File: src/rtl/counter_pkg.sv
// Shared types and default step constants for the port reader / accumulator.
//   rd_state_t  : FSM state encoding of port_reader_acc
//   A_STEP_D    : default step at which port A loads W
//   B_STEP_D    : default step at which port B is added to W
//   LAST_STEP_D : default final step of a sequence
package counter_pkg;

  typedef enum logic [2:0] {
    IDLE,
    RUN,
    WAIT_A,
    WAIT_B,
    DONE
  } rd_state_t;

  localparam int unsigned A_STEP_D    = 10;
  localparam int unsigned B_STEP_D    = 20;
  localparam int unsigned LAST_STEP_D = 30;

endpackage

File: src/rtl/step_counter.sv
// Step counter for the port reader sequence.
//   clk : clock, rising edge
//   rst : asynchronous active-high reset, clears q
//   clr : synchronous clear to zero, has priority over en
//   en  : increment by one, wraps modulo 2**WIDTH
//   q   : current count
module step_counter #(
  parameter int unsigned WIDTH = 8
) (
  input  logic             clk,
  input  logic             rst,
  input  logic             clr,
  input  logic             en,
  output logic [WIDTH-1:0] q
);

  localparam logic [WIDTH-1:0] ONE = {{(WIDTH-1){1'b0}}, 1'b1};

  // NOTE: sequential state is written with non-blocking assignments so every
  // flop samples the values from before the edge, independent of block order.
  always_ff @(posedge clk or posedge rst) begin
    if (rst) begin
      q <= '0;
    end else if (clr) begin
      q <= '0;
    end else if (en) begin
      q <= q + ONE;
    end
  end

endmodule

File: src/rtl/port_reader_acc.sv
// Counter-driven accumulator that reads two input ports over valid/ready.
// A step counter sequences W: in RUN, W accumulates the step value each
// cycle; at A_STEP W is loaded from port A, at B_STEP port B is added to W,
// and at LAST_STEP the final addition is made and a one-cycle done is issued.
//   clk        : clock, rising edge
//   rst        : asynchronous active-high reset
//   start      : begin a sequence (sampled only in IDLE)
//   in_a       : port A data,  in_a_valid / in_a_ready handshake
//   in_b       : port B data,  in_b_valid / in_b_ready handshake
//   w          : accumulator value
//   step       : current step count
//   busy       : high while the sequence runs or waits on a port
//   done       : one-cycle pulse when the sequence completes
//   ovf        : sticky carry-out of any W addition in the current sequence
module port_reader_acc
  import counter_pkg::*;
#(
  parameter int unsigned WIDTH     = 8,
  parameter int unsigned A_STEP    = A_STEP_D,
  parameter int unsigned B_STEP    = B_STEP_D,
  parameter int unsigned LAST_STEP = LAST_STEP_D
) (
  input  logic             clk,
  input  logic             rst,
  input  logic             start,
  input  logic [WIDTH-1:0] in_a,
  input  logic             in_a_valid,
  output logic             in_a_ready,
  input  logic [WIDTH-1:0] in_b,
  input  logic             in_b_valid,
  output logic             in_b_ready,
  output logic [WIDTH-1:0] w,
  output logic [WIDTH-1:0] step,
  output logic             busy,
  output logic             done,
  output logic             ovf
);

  // Step ordering must hold and LAST_STEP must be representable in step.
  if (!((A_STEP < B_STEP) && (B_STEP < LAST_STEP) &&
        (64'(LAST_STEP) < (64'd1 << WIDTH)))) begin : g_bad_steps
    $error("port_reader_acc: need A_STEP < B_STEP < LAST_STEP < 2**WIDTH");
  end

  localparam logic [WIDTH-1:0] A_STEP_W    = A_STEP[WIDTH-1:0];
  localparam logic [WIDTH-1:0] B_STEP_W    = B_STEP[WIDTH-1:0];
  localparam logic [WIDTH-1:0] LAST_STEP_W = LAST_STEP[WIDTH-1:0];

  rd_state_t        state;
  logic             at_a;
  logic             at_b;
  logic             at_last;
  logic             step_clr;
  logic             step_en;
  logic [WIDTH-1:0] addend;
  logic [WIDTH:0]   sum;

  assign at_a    = (step == A_STEP_W);
  assign at_b    = (step == B_STEP_W);
  assign at_last = (step == LAST_STEP_W);

  // The counter only advances on plain RUN steps and on a completed port
  // read; during a wait it sits at X_STEP, so one increment yields X_STEP+1.
  assign step_clr = (state == IDLE) && start;
  assign step_en  = ((state == RUN) && !at_a && !at_b && !at_last) ||
                    ((state == WAIT_A) && in_a_valid) ||
                    ((state == WAIT_B) && in_b_valid);

  step_counter #(
    .WIDTH (WIDTH)
  ) u_step (
    .clk (clk),
    .rst (rst),
    .clr (step_clr),
    .en  (step_en),
    .q   (step)
  );

  // One shared adder: W + step in RUN, W + in_b in WAIT_B. The extra top bit
  // is the carry-out feeding the sticky overflow flag.
  // NOTE: every signal assigned in always_comb gets a default first so no
  // path leaves it unassigned, which would otherwise infer a latch.
  always_comb begin
    addend = step;
    if (state == WAIT_B) begin
      addend = in_b;
    end
  end

  assign sum = {1'b0, w} + {1'b0, addend};

  // FSM with registered outputs. Ready is only ever high in its own wait
  // state, so valid alone qualifies the transfer inside that state.
  always_ff @(posedge clk or posedge rst) begin
    if (rst) begin
      state      <= IDLE;
      w          <= '0;
      ovf        <= 1'b0;
      busy       <= 1'b0;
      done       <= 1'b0;
      in_a_ready <= 1'b0;
      in_b_ready <= 1'b0;
    end else begin
      done <= 1'b0;
      unique case (state)
        IDLE: begin
          if (start) begin
            state <= RUN;
            w     <= '0;
            ovf   <= 1'b0;
            busy  <= 1'b1;
          end
        end
        RUN: begin
          if (at_a) begin
            state      <= WAIT_A;
            in_a_ready <= 1'b1;
          end else if (at_b) begin
            state      <= WAIT_B;
            in_b_ready <= 1'b1;
          end else begin
            w   <= sum[WIDTH-1:0];
            ovf <= ovf | sum[WIDTH];
            if (at_last) begin
              state <= DONE;
              busy  <= 1'b0;
              done  <= 1'b1;
            end
          end
        end
        WAIT_A: begin
          if (in_a_valid) begin
            w          <= in_a;
            in_a_ready <= 1'b0;
            state      <= RUN;
          end
        end
        WAIT_B: begin
          if (in_b_valid) begin
            w          <= sum[WIDTH-1:0];
            ovf        <= ovf | sum[WIDTH];
            in_b_ready <= 1'b0;
            state      <= RUN;
          end
        end
        DONE: begin
          state <= IDLE;
        end
        default: begin
          state <= IDLE;
        end
      endcase
    end
  end

endmodule
File: config.mk
export PLATFORM = sky130hd
export DESIGN_NAME = port_reader_acc
export DESIGN_NICKNAME = d
export VERILOG_FILES = /design/src/rtl/counter_pkg.sv /design/src/rtl/step_counter.sv /design/src/rtl/port_reader_acc.sv
export SDC_FILE = /design/constraint.sdc
export NUM_CORES = 1
export LEC_CHECK = 0
export CAP_MARGIN = 10
export CORE_ASPECT_RATIO = 0.75
export CORE_MARGIN = 5
export CORE_UTILIZATION = 54
export DETAILED_ROUTE_END_ITERATION = 16
export PLACE_DENSITY = 0.92
export SLEW_MARGIN = 40
export SYNTH_ARGS = -nofsm -noshare
export SYNTH_HDL_FRONTEND = slang
export SYNTH_SLANG_ARGS = --single-unit
File: constraint.sdc
create_clock -name clk -period 5.45 [get_ports clk]
set_clock_uncertainty 0.15 [all_clocks]
set_input_delay 1.635 -clock clk [delete_from_list [all_inputs] [get_ports clk]]
set_output_delay 1.635 -clock clk [all_outputs]
set_load 0.01 [all_outputs]
# [After elaboration in Yosys (flattened, before gate mapping)]
# Cells that the tools add are included.
[word_totals] ff_bits=24 inputBits=21 out_inout_bits=21 word_cells=87
[op_classes] add_sub_neg=2 n_eq_ne=15 n_mux=37 bitwise_logic=1 reduce_logical=24
[ops] op="$mux 8" count=8
[ops] op="$pmux 8 s4" count=1
[ops] op="$mux 3" count=6
[ops] op="$mux 1" count=17
[ops] op="$eq 8x5->1 const B" count=2
[ops] op="$ne 2x2->1 const B" count=8
[ops] op="$pmux 3 s4" count=1
[ops] op="$reduce_and 5->1" count=2
[ops] op="$add 8x8->9" count=1
[ops] op="$add 8x1->8 const B" count=1
[ops] op="$eq 8x4->1 const B" count=1
[ops] op="$reduce_and 4->1" count=2
[ops] op="$reduce_bool 2->1" count=4
[ops] op="$eq 3x2->1 const B" count=2
[ops] op="$logic_and 1x1->1" count=6
[ops] op="$pmux 1 s2" count=3
[ops] op="$reduce_and 6->1" count=1
[ops] op="$ne 4x4->1 const B" count=1
[ops] op="$reduce_bool 4->1" count=1
[ops] op="$eq 3x1->1 const B" count=1
[ops] op="$logic_not 1->1" count=3
[ops] op="$logic_not 3->1" count=1
[ops] op="$pmux 1 s3" count=1
[ops] op="$reduce_and 3->1" count=1
[ops] op="other kinds (3)" count=4

# [Longest topological paths before layout]
[logic_depth] word_depth=9 ltp_mapped=12 mapped_depth_nobuf=10

# [By module]
# From an unflattened synthesis, not the netlist that was laid out.
[unflattened] cells_unflattened=192 hier_area_um2=1826.8
[by_module_without_submodules] module="port_reader_acc" n_inst=1 cells_per_inst=154 area_each_um2=1426.4 seq_area_each_um2=400.4
[by_module_without_submodules] module="step_counter" n_inst=1 cells_per_inst=38 area_each_um2=400.4 seq_area_each_um2=200.2

# [Worst setup path after synthesis]
# OpenSTA, ideal clock, no wires.
[synth_path] path_kind="input -> register" start="in in_b[0]" end="reg w[6]" setup_ps=90 t_arrival_ps=3047 required_ps=5210 path_slack_ps=2163 path_stages=8 n_path_buf=0 path_cell_list="mux2_2 > ha_1 > inv_1 > fa_1 > o21ai_0 > a31oi_1 > xor2_1 > o221ai_1"
[synth_between] elab_chain_cells=5 word_cells_on_any_way=6 cone_classes="add/sub: 1; mux: 5"
[synth_rtl] item="from (decl)" line_no="port_reader_acc.sv:29" source="input logic [WIDTH-1:0] in_b,"
[synth_rtl] item="$mux 8 *" line_no="port_reader_acc.sv:85" source="if (state == WAIT_B) begin"
[synth_rtl] item="$add 8x8->9 *" line_no="port_reader_acc.sv:90" source="assign sum = {1'b0, w} + {1'b0, addend};"
[synth_rtl] item="$mux 8" line_no="port_reader_acc.sv:118" source="end else if (at_b) begin"
[synth_rtl] item="$mux 8" line_no="port_reader_acc.sv:115" source="if (at_a) begin"
[synth_rtl] item="$pmux 8 s4 *" line_no="port_reader_acc.sv:105" source="unique case (state)"
[synth_rtl] item="to (signal assigned)" line_no="port_reader_acc.sv:122" source="w <= sum[WIDTH-1:0];"
[synth_rtl] item="to (signal assigned)" line_no="port_reader_acc.sv:133" source="w <= in_a;"
[synth_rtl] item="to (signal assigned)" line_no="port_reader_acc.sv:140" source="w <= sum[WIDTH-1:0];"
[synth_rtl] item="to (decl)" line_no="port_reader_acc.sv:32" source="output logic [WIDTH-1:0] w,"
# Every way passes the cells marked *; elsewhere a longest branch is shown, timed or not. The select of a mux whose other input is x is not followed.
# A chain may end at the register's enable or synchronous reset.

# [Final worst setup path]
# Ends and elaborated chain as after synthesis.

==> impl_results.md <==
* Cell variety after synth at 53
* Final-report max-slew violation count at 0
* Sink Count at 24
* Maximum vdd drop at 0.404 mV
* Slew headroom at a little over half
* CP arrival at 3.75 ns
* Worst-path clk slew at 0.09 ns
* Clock latency on the worst-skew pair at about 0.28 ns
* TritonCTS clock tree: yes
* Post-CTS setup buffers at 0
* Crit path max fanout at 3
* Footprint of the multi-input gates at 1090 um^2
* Largest net degree at the start of global routing at 25
* Critical Path Source Type: primary input
* Adder-Cell Fraction of Synth Area at 9.60%
* Final hold vios at 0
* Cts hold-fix bufs at 0
* Register area at 601 um^2
* Unrepaired setup endpoints after global routing: no
* Cts repair resizes at 0
* CTS H-tree depth at 1
* DP Area at 2180 um^2
* IO buf count at 41
* Synth Cell Area at between 1500 and 2000 um^2
* Hold Path Class: flip-flop to flip-flop
* Num ports at 42
* Non-filler cells, final at 270
* Final worst setup slack at 1.74 ns
* Initial DRC count at 187
* Power Density at 638 nW/um^2
* Worst-Margin Slew at 0.704 ns
* Routed WL at 4450 um
* DRC viols at 0
* Global-route wire length before repair at 7280 um
* Critical setup path kind: primary input to flip-flop
* Site Rows at 18
* Die Ht at 59.6 um
* Initial Util at 55.1%
* Leak Pwr at roughly 1.0 nW
* Die width at 76.2 um
* Antenna diodes at 0
* Tmin final at 3.71 ns
* Via density per instance at approximately 6.0
* Per-cell routed wire length at 16.5 um
* Post-synthesis sequential area ratio at 33.9%
* First-pass DRT Iterations at 4
* Congestion Overflow GR at 0
* Initial antenna violation count at 0
* Area growth, synth to finish at 26.3%
* Synth Area in Simple Gates at around 22%
* DRT antenna net count at 0
* Dpl hpwl at 3360 um
* Synth Area in Compound Gates at 18.1%
* Root Buffer: clkbuf_8
* Setup-failing EPs final at 0
* Syn Area/Cell at about 9.1 um^2
* Most used flip-flop cell after synthesis: dfrtp_1
* Flops & latches, synth at 24
* Main combinational cell family by area after synthesis: simple AND/OR/NAND/NOR gates
* Fmax at 269 MHz
* Syn_nets at 228
* Core box area at between 3000 and 4000 um^2
* Setup_tns at 0 ns
* Hold Worst Slack at 0.333 ns
* Share of cells above drive strength 1 at 9.13%
* Total CTS buffers at 3
* Layout net count at 265
* Max Cap Viol at 0
* Status: finished clean
* Cells after Synth at just under 200
* FFs w/ async S/R, synth at 100%
* WP data required at between 5 and 6 ns
* Finished layout cell area at 2240 um^2
* Placed cells at 266
* Vias at approximately 1600
* Number of global-route vias before repair at 1533
* XOR/XNOR Fraction of Synth Area at 2.96%
* Die area at about 4500 um^2
* Filler cells at 255
* DP Worst Slack at 1.47 ns
* RePlAce Congestion at 0.837
* Final Cycle Share at between 60% and 70%
* Mux cell area share after synthesis at 8.47%
* Total GRT Usage at 20.1%
* Post-synth EDFFs at 0
* Clk buf depth at 2
* Crit end category: flip-flop
* Synth warnings at 0
[final timing paths]
| path | startpoint | to | slack (ns) | cells after the start |
|---|---|---|---|---|
| min reg2reg | in_a_ready | in_a_ready | 0.33 | 2 |
| max reg2reg | state[0] | w[6] | 1.75 | 10 |
| max | in_b[0] | w[6] | 1.74 | 9 |
| min | in_a_ready | in_a_ready | 0.33 | 2 |
| min in group asynchronous | rst | u_step.q[1] | 1.55 | 2 |
| max in group asynchronous | rst | ovf | 3.24 | 2 |
[worst max-delay path, stage by stage]
cell             delay, ns
clkdlybuf4s50_1       0.47
mux2_2                0.15
ha_1                  0.17
inv_1                 0.06
fa_1                  0.41
o21ai_0               0.35
a31oi_1               0.18
xor2_1                0.17
o221ai_1              0.16
[report_power, final]
part           internal, mW  switching, mW
sequential            0.260          0.113
combinational         0.462          0.466
clock                0.0647         0.0621
[cells in the final DEF, fill, tap and decap left out, types with 3 or more instances in the layout]
cell             count
mux2_2               8
nand4_1              6
mux2i_1              6
nand2_1             30
and3_1               4
o21ai_1              4
dfrtp_1             24
o21ai_0              8
ha_1                12
inv_1                8
a21oi_1              8
xor2_1               4
nor2b_1              4
clkdlybuf4s50_1     41
clkbuf_8             4
o221ai_1             4
a31oi_1              5
a22oi_1              3
nand2b_1             7
[logic make-up after synthesis]
logic type,after synthesis
AO/OA/AOI/OAI,48
XOR/XNOR,6
adder cells (fa/ha/maj),13
buffers and inverters,18
flip-flops,24
multiplexers,14
AND/OR/NAND/NOR,71
[cell type report]
type	count	share of cell area [%]
timing repair buffer	41	18.3
inverter	9	1.51
tap	40	2.24
multi-input combinational	152	48.6
clock buffer	4	2.46
sequential	24	26.8
[sequential cells by signal (all words and copies together), names as in the netlist]
name	cells
busy	1
u_step.q	8
done	1
state	3
in_a_ready	1
w	8
ovf	1
in_b_ready	1
[per-stage QoR]
step | power (mW) | utilization (%)
after global placement | 1.26 | 67.8
after CTS | 1.43 | 69.5
final | 1.43 | 69.5
after detailed placement | 1.30 | 67.8
after floorplan | 1.03 | -
after global routing | 1.55 | 69.5
[Yosys cell counts, types with 2 or more instances]
library cell	instances	area [um^2]
o21ai_1	4	20.0
clkbuf_1	3	11.3
mux2i_1	6	60.1
ha_1	12	150
dfrtp_1	24	601
o211ai_1	2	15.0
and3_1	4	25.0
nand2b_1	7	43.8
nand4_1	6	37.5
o221ai_1	4	35.0
buf_2	3	15.0
a22oi_1	3	22.5
xnor2_1	2	17.5
inv_1	9	33.8
o21ai_0	8	40.0
nor3_1	2	10.0
nand3_1	2	10.0
mux2_2	8	90.1
nor2b_1	4	25.0
a21oi_1	8	40.0
nand2_1	30	113
a31oi_1	5	31.3
or3_1	2	12.5
a21o_1	2	15.0
o21a_1	2	15.0
xor2_1	4	35.0
nor2_1	2	7.51
[routing by layer]
layer,vias up,global-route usage (%),part of all wire (%)
li1,788,-,-
met1,751,28.2,48
met2,76,30.7,43
met3,11,4.41,7.4
met4,0,7.23,2.1
met5,-,0,0
Power figures use the tool's default switching activity.
